===== config.mk =====
export PLATFORM = sky130hd
export DESIGN_NAME = seven_segment_capture_flat
export DESIGN_NICKNAME = d
export VERILOG_FILES = /design/src/rtl/seven_segment_capture_if.sv /design/src/rtl/seven_segment_capture.sv /design/src/flat_wrapper.sv
export SDC_FILE = /design/constraint.sdc
export NUM_CORES = 1
export LEC_CHECK = 0
export ABC_AREA = 1
export CORE_UTILIZATION = 54
export CTS_CLUSTER_DIAMETER = 100
export DETAILED_ROUTE_END_ITERATION = 10
export GPL_TIMING_DRIVEN = 0
export PLACE_DENSITY = 0.79
export SLEW_MARGIN = 20
export SYNTH_ARGS = -nofsm -noshare
export SYNTH_HDL_FRONTEND = slang
export SYNTH_SLANG_ARGS = --single-unit

===== constraint.sdc =====
create_clock -name clock -period 2.51 [get_ports clock]
set_input_delay 0.3765 -clock clock [delete_from_list [all_inputs] [get_ports clock]]
set_output_delay 0.3765 -clock clock [all_outputs]
set_load 0.05 [all_outputs]

===== src/rtl/seven_segment_capture_if.sv =====
// seven_segment_capture_if: bundles the multiplexed display pins and the rebuilt digit outputs.
// Optional macro SEG_ERR_CNT_EN adds the err_count field (width ERR_CNT_W).
//
// Handshake semantics: there is no valid/ready pairing on this bus. An/Ca are free-running
// pin levels owned by the master (display driver side). The slave (capture) owns every other
// field. frame_done is a single-cycle strobe and needs no acknowledge. valid/err are level
// flags that describe the most recent capture of each digit.
interface seven_segment_capture_if
`ifdef SEG_ERR_CNT_EN
  #(parameter int ERR_CNT_W = 8)
`endif
  ;
  logic [3:0] An;
  logic [6:0] Ca;
  logic [3:0] A;
  logic [3:0] B;
  logic [3:0] C;
  logic [3:0] D;
  logic [3:0] valid;
  logic [3:0] err;
  logic       frame_done;
`ifdef SEG_ERR_CNT_EN
  logic [ERR_CNT_W-1:0] err_count;
`endif

  modport master (
    output An, Ca,
    input  A, B, C, D, valid, err, frame_done
`ifdef SEG_ERR_CNT_EN
    , input err_count
`endif
  );

  modport slave (
    input  An, Ca,
    output A, B, C, D, valid, err, frame_done
`ifdef SEG_ERR_CNT_EN
    , output err_count
`endif
  );
endinterface


===== src/rtl/seven_segment_capture.sv =====
// seven_segment_capture: rebuilds four hex digits from time-multiplexed active-low
// anode/cathode lines. Pins pass through a 2-flop synchroniser. A dwell filter then
// requires STABLE_CYCLES identical samples before a single capture per dwell.
// Optional macro SEG_ERR_CNT_EN adds a saturating count of undecodable captures.
module seven_segment_capture #(
  parameter int STABLE_CYCLES = 16
`ifdef SEG_ERR_CNT_EN
  , parameter int ERR_CNT_W = 8
`endif
) (
  input  logic                   clock,
  input  logic                   reset,
  seven_segment_capture_if.slave bus
);
  localparam int CNT_W = $clog2(STABLE_CYCLES + 1);
  localparam logic [CNT_W-1:0] CNT_MAX  = CNT_W'(STABLE_CYCLES);
  localparam logic [CNT_W-1:0] CNT_LAST = CNT_W'(STABLE_CYCLES - 1);

  // Synchroniser, previous-sample and dwell state
  logic [3:0]       an_s1_q, an_s1_d, an_s2_q, an_s2_d, an_prev_q, an_prev_d;
  logic [6:0]       ca_s1_q, ca_s1_d, ca_s2_q, ca_s2_d, ca_prev_q, ca_prev_d;
  logic [CNT_W-1:0] cnt_q, cnt_d;

  // Captured results
  logic [3:0][3:0]  digit_q, digit_d;
  logic [3:0]       valid_q, valid_d;
  logic [3:0]       err_q, err_d;
  logic [3:0]       seen_q, seen_d;
  logic             frame_done_q, frame_done_d;
`ifdef SEG_ERR_CNT_EN
  logic [ERR_CNT_W-1:0] err_cnt_q, err_cnt_d;
`endif

  // Intermediate decisions
  logic       same;
  logic       one_hot;
  logic [1:0] idx;
  logic       capture;
  logic       dec_ok;
  logic [3:0] dec_val;

  // Cathode pattern to hex digit; dec_ok low for anything outside the table (incl. blank)
  always_comb begin
    dec_ok  = 1'b1;
    dec_val = 4'h0;
    case (ca_s2_q)
      7'h40: dec_val = 4'h0;
      7'h79: dec_val = 4'h1;
      7'h24: dec_val = 4'h2;
      7'h30: dec_val = 4'h3;
      7'h19: dec_val = 4'h4;
      7'h12: dec_val = 4'h5;
      7'h02: dec_val = 4'h6;
      7'h78: dec_val = 4'h7;
      7'h00: dec_val = 4'h8;
      7'h10: dec_val = 4'h9;
      7'h08: dec_val = 4'hA;
      7'h03: dec_val = 4'hB;
      7'h46: dec_val = 4'hC;
      7'h21: dec_val = 4'hD;
      7'h06: dec_val = 4'hE;
      7'h0E: dec_val = 4'hF;
      default: dec_ok = 1'b0;
    endcase
  end

  // Anode select to digit index; only a single low bit is a real digit strobe
  always_comb begin
    one_hot = 1'b1;
    idx     = 2'd0;
    case (an_s2_q)
      4'b1110: idx = 2'd0;
      4'b1101: idx = 2'd1;
      4'b1011: idx = 2'd2;
      4'b0111: idx = 2'd3;
      default: one_hot = 1'b0;
    endcase
  end

  // Dwell filter and capture bookkeeping
  always_comb begin
    an_s1_d      = bus.An;
    ca_s1_d      = bus.Ca;
    an_s2_d      = an_s1_q;
    ca_s2_d      = ca_s1_q;
    an_prev_d    = an_s2_q;
    ca_prev_d    = ca_s2_q;
    digit_d      = digit_q;
    valid_d      = valid_q;
    err_d        = err_q;
    seen_d       = seen_q;
    frame_done_d = 1'b0;
`ifdef SEG_ERR_CNT_EN
    err_cnt_d    = err_cnt_q;
`endif

    same = ({an_s2_q, ca_s2_q} == {an_prev_q, ca_prev_q});

    // Any change or a non-digit anode state restarts the dwell
    if (!same || !one_hot)      cnt_d = '0;
    else if (cnt_q != CNT_MAX)  cnt_d = cnt_q + 1'b1;
    else                        cnt_d = cnt_q;

    // Fires on the single cycle the count reaches STABLE_CYCLES; saturation blocks repeats
    capture = same && one_hot && (cnt_q == CNT_LAST);

    if (capture) begin
      if (dec_ok) begin
        digit_d[idx] = dec_val;
        valid_d[idx] = 1'b1;
        err_d[idx]   = 1'b0;
      end else begin
        err_d[idx]   = 1'b1;
`ifdef SEG_ERR_CNT_EN
        if (!(&err_cnt_q)) err_cnt_d = err_cnt_q + 1'b1;
`endif
      end
      seen_d[idx] = 1'b1;
      if (seen_d == 4'hF) begin
        frame_done_d = 1'b1;
        seen_d       = 4'h0;
      end
    end
  end

  // State registers; synchroniser resets to the idle (all-off) pin value
  always_ff @(posedge clock or posedge reset) begin
    if (reset) begin
      an_s1_q      <= 4'hF;
      ca_s1_q      <= 7'h7F;
      an_s2_q      <= 4'hF;
      ca_s2_q      <= 7'h7F;
      an_prev_q    <= 4'hF;
      ca_prev_q    <= 7'h7F;
      cnt_q        <= '0;
      digit_q      <= '0;
      valid_q      <= 4'h0;
      err_q        <= 4'h0;
      seen_q       <= 4'h0;
      frame_done_q <= 1'b0;
`ifdef SEG_ERR_CNT_EN
      err_cnt_q    <= '0;
`endif
    end else begin
      an_s1_q      <= an_s1_d;
      ca_s1_q      <= ca_s1_d;
      an_s2_q      <= an_s2_d;
      ca_s2_q      <= ca_s2_d;
      an_prev_q    <= an_prev_d;
      ca_prev_q    <= ca_prev_d;
      cnt_q        <= cnt_d;
      digit_q      <= digit_d;
      valid_q      <= valid_d;
      err_q        <= err_d;
      seen_q       <= seen_d;
      frame_done_q <= frame_done_d;
`ifdef SEG_ERR_CNT_EN
      err_cnt_q    <= err_cnt_d;
`endif
    end
  end

  assign bus.A          = digit_q[0];
  assign bus.B          = digit_q[1];
  assign bus.C          = digit_q[2];
  assign bus.D          = digit_q[3];
  assign bus.valid      = valid_q;
  assign bus.err        = err_q;
  assign bus.frame_done = frame_done_q;
`ifdef SEG_ERR_CNT_EN
  assign bus.err_count  = err_cnt_q;
`endif
endmodule


===== src/flat_wrapper.sv =====
// flat-port wrapper written by rule: the top's interface ports become plain ports
module seven_segment_capture_flat 
#(
  parameter int STABLE_CYCLES = 16

)
  (clock, reset, bus_An, bus_Ca, bus_A, bus_B, bus_C, bus_D, bus_valid, bus_err, bus_frame_done);
  seven_segment_capture_if bus_i ();
  input  logic clock;
  input  logic reset;
  input wire logic [$bits(bus_i.An)-1:0] bus_An;
  input wire logic [$bits(bus_i.Ca)-1:0] bus_Ca;
  output wire logic [$bits(bus_i.A)-1:0] bus_A;
  output wire logic [$bits(bus_i.B)-1:0] bus_B;
  output wire logic [$bits(bus_i.C)-1:0] bus_C;
  output wire logic [$bits(bus_i.D)-1:0] bus_D;
  output wire logic [$bits(bus_i.valid)-1:0] bus_valid;
  output wire logic [$bits(bus_i.err)-1:0] bus_err;
  output wire logic [$bits(bus_i.frame_done)-1:0] bus_frame_done;
  assign bus_i.An = bus_An;
  assign bus_i.Ca = bus_Ca;
  assign bus_A = bus_i.A;
  assign bus_B = bus_i.B;
  assign bus_C = bus_i.C;
  assign bus_D = bus_i.D;
  assign bus_valid = bus_i.valid;
  assign bus_err = bus_i.err;
  assign bus_frame_done = bus_i.frame_done;
  seven_segment_capture #(.STABLE_CYCLES(STABLE_CYCLES)) u_core (.clock(clock), .reset(reset), .bus(bus_i));
endmodule

==> results of run 1 <==
[flip-flops by register name (all words and copies together), names as in the netlist, 5 cells and up, named ones only]
signal / cells
u_core.cnt_q: 5
u_core.ca_prev_d: 7
u_core.ca_s1_q: 7
u_core.ca_prev_q: 7
[power by group]
part | switching, mW | total [mW] | internal [mW]
Clock | 0.368 | 0.845 | 0.477
Sequential | 0.0219 | 1.15 | 1.13
Combinational | 0.0736 | 0.119 | 0.0450
Total | 0.463 | 2.11 | 1.65
[how the worst min path moves through the flow]
stage | from | depth (start not counted) | slack [ps] | endpoint
floorplan | u_core.an_s1_q[0] | 0 | 350 | u_core.an_prev_d[0]
global placement | u_core.ca_s1_q[4] | 0 | 350 | u_core.ca_prev_d[4]
detailed placement | u_core.ca_s1_q[0] | 0 | 350 | u_core.ca_prev_d[0]
CTS | u_core.ca_s1_q[2] | 0 | 350 | u_core.ca_prev_d[2]
global route | u_core.ca_s1_q[4] | 0 | 360 | u_core.ca_prev_d[4]
finish | u_core.ca_s1_q[2] | 0 | 350 | u_core.ca_prev_d[2]
[kinds of logic after synthesis]
| kind of cell | after synthesis | synth area share |
|---|---|---|
| flops | 67 | 0.597 |
| compound gates | 11 | 0.0213 |
| simple gates | 186 | 0.300 |
| buf+inv | 37 | 0.0508 |
| fa+ha+maj | 3 | 0.0130 |
| xor+xnor | 6 | 0.0183 |
[stage by stage]
| step | total power [mW] | hold slack (ps) | util | setup WS (ps) |
|---|---|---|---|---|
| floorplan | 1.24 | 345 | - | 505 |
| global placement | 1.28 | 345 | 0.653 | -482 |
| detailed placement | 1.29 | 347 | 0.658 | 571 |
| CTS | 2.14 | 353 | 0.694 | 565 |
| global route | 2.20 | 356 | 0.694 | 371 |
| finish | 2.11 | 350 | 0.694 | 590 |
[Yosys cell counts]
master                     count  area [um2]
sky130_fd_sc_hd__nand3_4       1        17.5
sky130_fd_sc_hd__nand2_1     109         409
sky130_fd_sc_hd__a21oi_1       2        10.0
sky130_fd_sc_hd__buf_6         1        11.3
sky130_fd_sc_hd__nor2_4        1        11.3
sky130_fd_sc_hd__nand2_2       1        6.26
sky130_fd_sc_hd__dfstp_2      33         867
sky130_fd_sc_hd__nor2_2        5        31.3
sky130_fd_sc_hd__nand3_2       5        50.1
sky130_fd_sc_hd__xor2_1        1        8.76
sky130_fd_sc_hd__o21ai_1       5        25.0
sky130_fd_sc_hd__xnor2_1       5        43.8
sky130_fd_sc_hd__ha_1          3        37.5
sky130_fd_sc_hd__inv_2         2        7.51
sky130_fd_sc_hd__nor3_1        6        30.0
sky130_fd_sc_hd__o21ai_0       1        5.00
sky130_fd_sc_hd__inv_1        34         128
sky130_fd_sc_hd__a211oi_1      1        7.51
sky130_fd_sc_hd__nand3_1      15        75.1
sky130_fd_sc_hd__nor2_1       34         128
sky130_fd_sc_hd__nand4_4       1        21.3
sky130_fd_sc_hd__nor2_8        1        20.0
sky130_fd_sc_hd__nand4_1       5        31.3
sky130_fd_sc_hd__o22ai_1       1        6.26
sky130_fd_sc_hd__dfrtp_1      34         851
sky130_fd_sc_hd__nor3_4        2        32.5
sky130_fd_sc_hd__a22oi_1       1        7.51
[area by class of cell]
cell class | instances | area, um2
sequential | 67 | 1720
fill | 404 | 1560
multi-input combinational | 206 | 1010
timing repair buffer | 38 | 390
clock buffer | 12 | 145
inverter | 36 | 138
tap | 70 | 87.6
clock inverter | 3 | 40.0
buffer | 1 | 11.3
[per-layer routing]
layer	up-vias	track usage	routed length, um
met1	1009	0.255	2190
met4	0	0.0839	52
met5	-	0	0
li1	1065	-	-
met3	6	0.0763	236
met2	52	0.343	2620
[critical path, delay by kind of cell (launching register included)]
family	cells	cell delay, ps
buf+inv	1	80
simple gates	10	1150
flops	1	570
==> results by stage, run 1 <==
Outcome:
- The run finished with clean final reports.

Power and ir drop:
- The worst-case IR drop observed on VDD is roughly 0.47 mV.
- The leakage power is 1.75 nW.
- In this run the power density over the cells is 597 nW/um2.

Timing:
- After layout, the minimum clock period comes to 1920 ps.
- Setup violations remaining at the end of the flow were counted as 0.
- The maximum clock skew at final layout is approximately 9.0 ps.
- At the pin with the least slew margin, the transition time is 508 ps.
- The share of the clock period used by the worst path is 0.765.
- The worst pin sits at a relative slew slack of 0.660.
- For the final routed database, the setup TNS stands at 0 ps.
- Setup repair after global routing left no endpoint under its margin.
- The final-report hold violation count is 0.
- The number of max-slew violations in the final report came to 0.
- Static timing analysis puts the maximum clock frequency at 521 MHz.

Setup path:
- The slowest cell on the critical path is sky130_fd_sc_hd__dfstp_2.
- The worst setup path is launched from a flop.
- The startpoint of the lowest-slack register-to-register path is u_core.ca_prev_d[5].
- By startpoint and endpoint, the worst setup path is classified as reg2reg.
- Measured in cells, the most critical reg-to-reg path has a length of 11.
- Following the worst setup path forward leads to its endpoint at u_core.bus.A[3].
- The source of the critical timing path is u_core.ca_prev_d[5].
- Traced cell by cell, the critical path runs through inv_1 > nand2_1 > nand2_1 > nor2_1 > nand2_1 > nor2_2 > nand3_4 > nor2_8 > nand3_2 > nand2_1 > nand2_1.
- The most repeated library cell on the critical path is sky130_fd_sc_hd__nand2_1.
- STA classifies the critical path endpoint as a flop.
- In this run the critical register-to-register path is captured at u_core.bus.A[3].
- The peak fanout along the critical path is 9.
- The data arrival time of the critical path is 2160 ps.
- The slack of the worst reg-to-reg path is slightly below 600 ps.
- For the worst setup path, the data required time is 2750 ps.
- For this run, the slowest stage of the critical path takes ~570 ps.

Job:
- The total of max-cap violations is 0.

Place:
- After legalization and detailed placement, the total HPWL measured 3720 um.
- Counting tap cells, the placed design contains a total of 418 instances.
- The cell area after placement is 3360 um2.
- The global placement routability congestion is 0.849.
- Input and output buffers added on the ports amount to 37.

Layout:
- Leaving out fill and tap cells, the most frequent cells in the layout are sky130_fd_sc_hd__nand2_1 (109), sky130_fd_sc_hd__clkdlybuf4s50_1 (37), sky130_fd_sc_hd__nor2_1 (34), sky130_fd_sc_hd__dfrtp_1 (34).
- Once layout is done, the placed cells without fillers occupy 3540 um2.
- In the final layout, the share of cells above drive strength 1 is 0.187.
- The area growth from synthesis to final layout is 23.1%.
- The final layout contains 375 nets.
- The number of non-filler instances in the completed layout is 433.
- The most common cell after layout, fill and taps aside is sky130_fd_sc_hd__nand2_1.
- The number of antenna diodes is 0.

Clock network:
- The clock network latency to the later pin of the worst-skew pair is 340 ps.
- The clock slew at the register clock pins of the worst setup and hold paths is approximately 70 ps.
- The root buffer cell chosen for the clock tree is sky130_fd_sc_hd__clkbuf_8.
- The number of setup buffers added after CTS is 0.
- The CTS tree is done.
- The post-CTS resize count is 0.
- The number of clock sinks is 67.
- The clock tree synthesis step divided the H-tree into 3 levels.
- Counting the buffers created by CTS gives 9.
- After clock tree synthesis, the flow added hold-fix buffers numbering 0.
- The clock passes through at most 2 buffers.

Logic synthesis:
- After synthesis the netlist holds a flip-flop and latch count of 67.
- The number of different library cells used by synthesis comes to 27.
- The Yosys step of the flow raised 0 warnings.
- The number of nets produced by synthesis is 326.
- The per-instance average area after synthesis is 9.29 um2.
- The cell area after technology mapping is approximately 2900 um2.
- The number of cells produced by synthesis is 310.
- The sequential cell area fraction in the yosys report is 0.597.

Global routing:
- The via count of the first global-routing pass is 1,990.
- After global routing the overflow that remains totals 0.
- The first global-routing pass estimated 8470 um of wire.
- Across every metal layer, demand over resource in global routing totals 0.210.
- The maximum number of pins on one net before global-route repair is 37.
- The initial antenna violation count is 0.

Floorplanning:
- The floorplan has 26 rows.
- The number of top-level pins is 38.
- In this run the standard cell core region covers 5110 um2.
- The die boundary width is 75.0 um.
- For this configuration, the core starts out at a cell density of 0.564.
- The die covers 5630 um2.
- The die outline height is 75.0 um.

Route:
- The number of optimization iterations in the first detailed-route pass is 4.
- The number of vias after detailed routing is between 2k and 2.5k.
- The total wire length is 5100 um.
- The average routed wire per standard cell is 11.8 um.
- The ratio of routed vias to standard cells is a little under 5.
- After the first detailed-routing iteration, the DRC count stood at 94.
- In this run the remaining antenna-violating nets after routing total 0.
- The remaining routing DRC violations is 0.

Worst hold path:
- The type of the worst min-delay path is reg2reg.
Note: power is estimated with default switching activity, not from simulation.
==> inputs of run 2 (changes only) <==
==> constraint.sdc (replaced) <==
create_clock -name clock -period 1.77 [get_ports clock]
set_input_delay 0.2655 -clock clock [delete_from_list [all_inputs] [get_ports clock]]
set_output_delay 0.2655 -clock clock [all_outputs]
set_load 0.05 [all_outputs]
==> run 2 against run 1 <==
  * Utilization grew 9.5 points
  * Power grew 50%
  * Maximum frequency shrank 0.25%
  * Sequential share of layout area shrank 5.9 points
  * Cell count grew 7.2%
  * Setup slack lost 740 ps
  * Via count grew 17%
  * The run now ends with setup timing left
  * Routed wire length grew 42%
  * Non-clock buffer count grew 29
  * First-iteration DRC count grew 100%
  * Register-to-register slack lost 740 ps
  * Final area grew 14%
==> results by stage, run 2 (synthesis results as in run 1) <==
Global routing:
- The maximum number of pins on one net before global-route repair came to 34 (was 37).
- The first-pass GRT wire length is 8780 um (was 8470 um).
- The sum of overflow across all layers after global routing is 0 (unchanged).
- The via count of the first global-routing pass was 1,937 (was 1,990).
- The overall track demand over capacity in global routing is 0.219 (was 0.210).
- The initial antenna violation count is 0 (unchanged).

Clock network:
- The total of hold buffers inserted after clock tree synthesis is 0 (unchanged).
- The number of clock sinks is 67 (unchanged).
- The clock slew at the register clock pins of the worst setup and hold paths is 70 ps (about the same).
- The cell chosen for the clock root is sky130_fd_sc_hd__clkbuf_8 (unchanged).
- The maximum root-to-sink buffer count is 2 (unchanged).
- The level count of the clock H-tree is 3 (unchanged).
- The CTS tree is done (unchanged).
- The number of buffers created by CTS was 9 (unchanged).
- The clock network latency to the later pin of the worst-skew pair is 350 ps (was 340 ps).

Layout:
- The most common cell after layout, fill and taps aside is sky130_fd_sc_hd__nand2_1 (unchanged).
- The count of fill cells added during filler insertion came to 294 (was 404).
- The area growth from synthesis to final layout is 40.0% (was 23.1%).
- Most frequent cells in the layout: sky130_fd_sc_hd__nand2_1 (78), sky130_fd_sc_hd__dfrtp_1 (34), sky130_fd_sc_hd__dfstp_2 (33) (was sky130_fd_sc_hd__nand2_1 (109), sky130_fd_sc_hd__clkdlybuf4s50_1 (37), sky130_fd_sc_hd__nor2_1 (34), sky130_fd_sc_hd__dfrtp_1 (34)).
- The number of non-filler instances in the completed layout is 464 (was 433).
- The number of antenna diodes came to 0 (unchanged).
- The fraction of layout instances using a drive strength above 1 is 0.393 (was 0.187).
- The final core utilization is 0.789 (was 0.694).
- The layout net count is 405 (was 375).

Setup path:
- The kind of capture point of the worst setup path was a flop (unchanged).
- The depth of the most critical reg-to-reg path is 10 (was 11).
- The endpoint of the worst register-to-register path is u_core.seen_q[2] (was u_core.bus.A[3]).
- The slack of the worst reg-to-reg path is -150 ps (was 590 ps).
- The data arrival time of the critical path is 2180 ps (was 2160 ps).
- The startpoint of the lowest-slack register-to-register path is u_core.an_prev_d[1] (was u_core.ca_prev_d[5]).
- The type of the worst setup path is reg2reg (unchanged).
- The peak fanout along the critical path is 5 (was 9).
- The kind of start point of the critical path is a flop (unchanged).
- The source of the critical timing path is u_core.an_prev_d[1] (was u_core.ca_prev_d[5]).
- The last element of the critical path is u_core.seen_q[2] (was u_core.bus.A[3]).
- The required time at the endpoint of the critical path is 2030 ps (was 2750 ps).

Timing:
- The share of the clock period used by the worst path came to 1.09 (was 0.765).
- The number of max-slew violations in the final report is 0 (unchanged).
- The clock period minus worst slack is 1920 ps (about the same).
- The worst hold-check slack is 250 ps (was 350 ps).
- The maximum clock skew at final layout is 10.4 ps (was 8.97 ps).
- The highest achievable clock rate came to 520 MHz (was 521 MHz).
- The minimum setup slack in the final design is -154 ps (was 590 ps).
- The headroom to the max-slew limit is 0.646 (was 0.660).
- The transition at the pin with the smallest max-transition slack is 533 ps (was 508 ps).
- Setup repair after global routing missed its margin: true (was false).
- The final-layout setup total negative slack is -2660 ps (was 0 ps).
- The final-report hold violation count was 0 (unchanged).
- The number of setup violations in the final report is 28 (was 0).

Floorplanning:
- The area inside the core boundary came to 5110 um2 (unchanged).
- The row count is 26 (unchanged).
- The effective utilization at floorplan is 0.564 (unchanged).
- The number of top-level pins is 38 (unchanged).
- The area of the die was 5630 um2 (unchanged).
- The die boundary width came to 75.0 um (unchanged).
- The die outline height came to 75.0 um (unchanged).

Place:
- The global placement routability congestion was 0.892 (was 0.849).
- The worst slack at placement is -234 ps (was 571 ps).
- The number of input and output port buffers inserted is 37 (unchanged).
- The placed wire-length estimate came to 3800 um (was 3720 um).
- The number of instances in the placed design is 419 (was 418).

Route:
- The ratio of routed vias to standard cells was 5.38 (was 4.92).
- The average routed wire per standard cell came to 15.6 um (was 11.8 um).
- The total wire length is 7250 um (was 5100 um).
- The count of nets left with antenna violations after detail routing was 0 (unchanged).
- The remaining routing DRC violations is 0 (unchanged).
- The iteration-0 DRC count of the detailed router is 189 (was 94).
- The number of optimization iterations in the first detailed-route pass came to 4 (unchanged).
- The number of vias after detailed routing was 2,494 (was 2,132).

Outcome:
- Outcome: complete, but fails checks (was finished, final reports clean).
- The final reports fail on setup timing.

Power and ir drop:
- The worst supply voltage drop on vdd is 0.738 mV (was 0.474 mV).
- The leakage power is 2.09 nW (was 1.75 nW).
- The power density of the placed cells is 789 nW/um2 (was 597 nW/um2).

Job:
- The total of max-cap violations was 0 (unchanged).

Worst hold path:
- The type of the worst min-delay path was in2async (was reg2reg).
==> run 2: cell count changes in the layout (fill, tap and decap cells not counted), moves of 8 or more <==
cell	change
sky130_fd_sc_hd__nand2_1	-31
sky130_fd_sc_hd__nor2_4	+8
sky130_fd_sc_hd__nor2_1	-11
sky130_fd_sc_hd__inv_1	-8
sky130_fd_sc_hd__clkdlybuf4s50_1	-25
sky130_fd_sc_hd__nand2_2	+31
sky130_fd_sc_hd__dlygate4sd2_1	+22
sky130_fd_sc_hd__inv_2	+8
sky130_fd_sc_hd__buf_4	+20
sky130_fd_sc_hd__buf_6	+8
==> run 2: through the flow <==
stage                     instance area, um2  total power, mW
after floorplan                         2880             1.76
after global placement                  3340             1.82
after detailed placement                3390             1.84
after CTS                               3690             3.13
after global routing                    4030             3.29
final                                   4030             3.18
==> run 2: what timing repair did <==
action | in CTS | in global routing
setup buffers | 7 | 20
endpoints found under the setup margin | 51 | 36
resized for setup | 40 | 65
pin swaps | 11 | 22
gates cloned | 1 | 1
==> run 2: routing by layer <==
metal / wire, um / track usage / vias to the layer above
met5: 0 / 0 / -
met4: 288 / 0.126 / 0
met3: 450 / 0.0656 / 28
met2: 3670 / 0.334 / 115
met1: 2840 / 0.279 / 1215
li1: - / - / 1136
==> run 2: power breakdown <==
group          total (mW)  switching (mW)  internal (mW)
Sequential           1.64          0.0353           1.60
Combinational       0.268           0.153          0.115
Clock                1.28           0.541          0.736
==> run 2: worst min-delay path by stage <==
stage / end / slack, ps / depth (start not counted)
3_5_place_dp: u_core.an_prev_d[3] / 350 / 0
2_1_floorplan: u_core.an_s1_q[0] / 270 / 0
5_1_grt: u_core.bus.B[2] / 260 / 2
3_3_place_gp: u_core.ca_prev_d[6] / 350 / 0
4_1_cts: u_core.bus.valid[2] / 250 / 2
6_report: u_core.bus.valid[1] / 250 / 2
==> run 2: final cells by class <==
| cell class | instances | area (um2) | share of cell area |
|---|---|---|---|
| Sequential cell | 67 | 1720 | 0.426 |
| Clock buffer | 14 | 164 | 0.0407 |
| Inverter | 36 | 139 | 0.0345 |
| Multi-Input combinational cell | 207 | 1240 | 0.307 |
| Timing Repair Buffer | 67 | 638 | 0.158 |
| Tap cell | 70 | 87.6 | 0.0217 |
| Clock inverter | 2 | 35.0 | 0.00869 |
| Buffer | 1 | 11.3 | 0.00279 |
==> run 2: worst max-delay path, cell delays in order (launching register included) <==
cell and delay [ps]:
sky130_fd_sc_hd__dfstp_2 590, sky130_fd_sc_hd__inv_2 70, sky130_fd_sc_hd__nand2_2 60, sky130_fd_sc_hd__nand2_2 60
sky130_fd_sc_hd__nor2_4 130, sky130_fd_sc_hd__nand2_2 80, sky130_fd_sc_hd__nor2_4 150, sky130_fd_sc_hd__nand4_4 190
sky130_fd_sc_hd__nor2_2 260, sky130_fd_sc_hd__nor2_1 110, sky130_fd_sc_hd__nor2_1 140
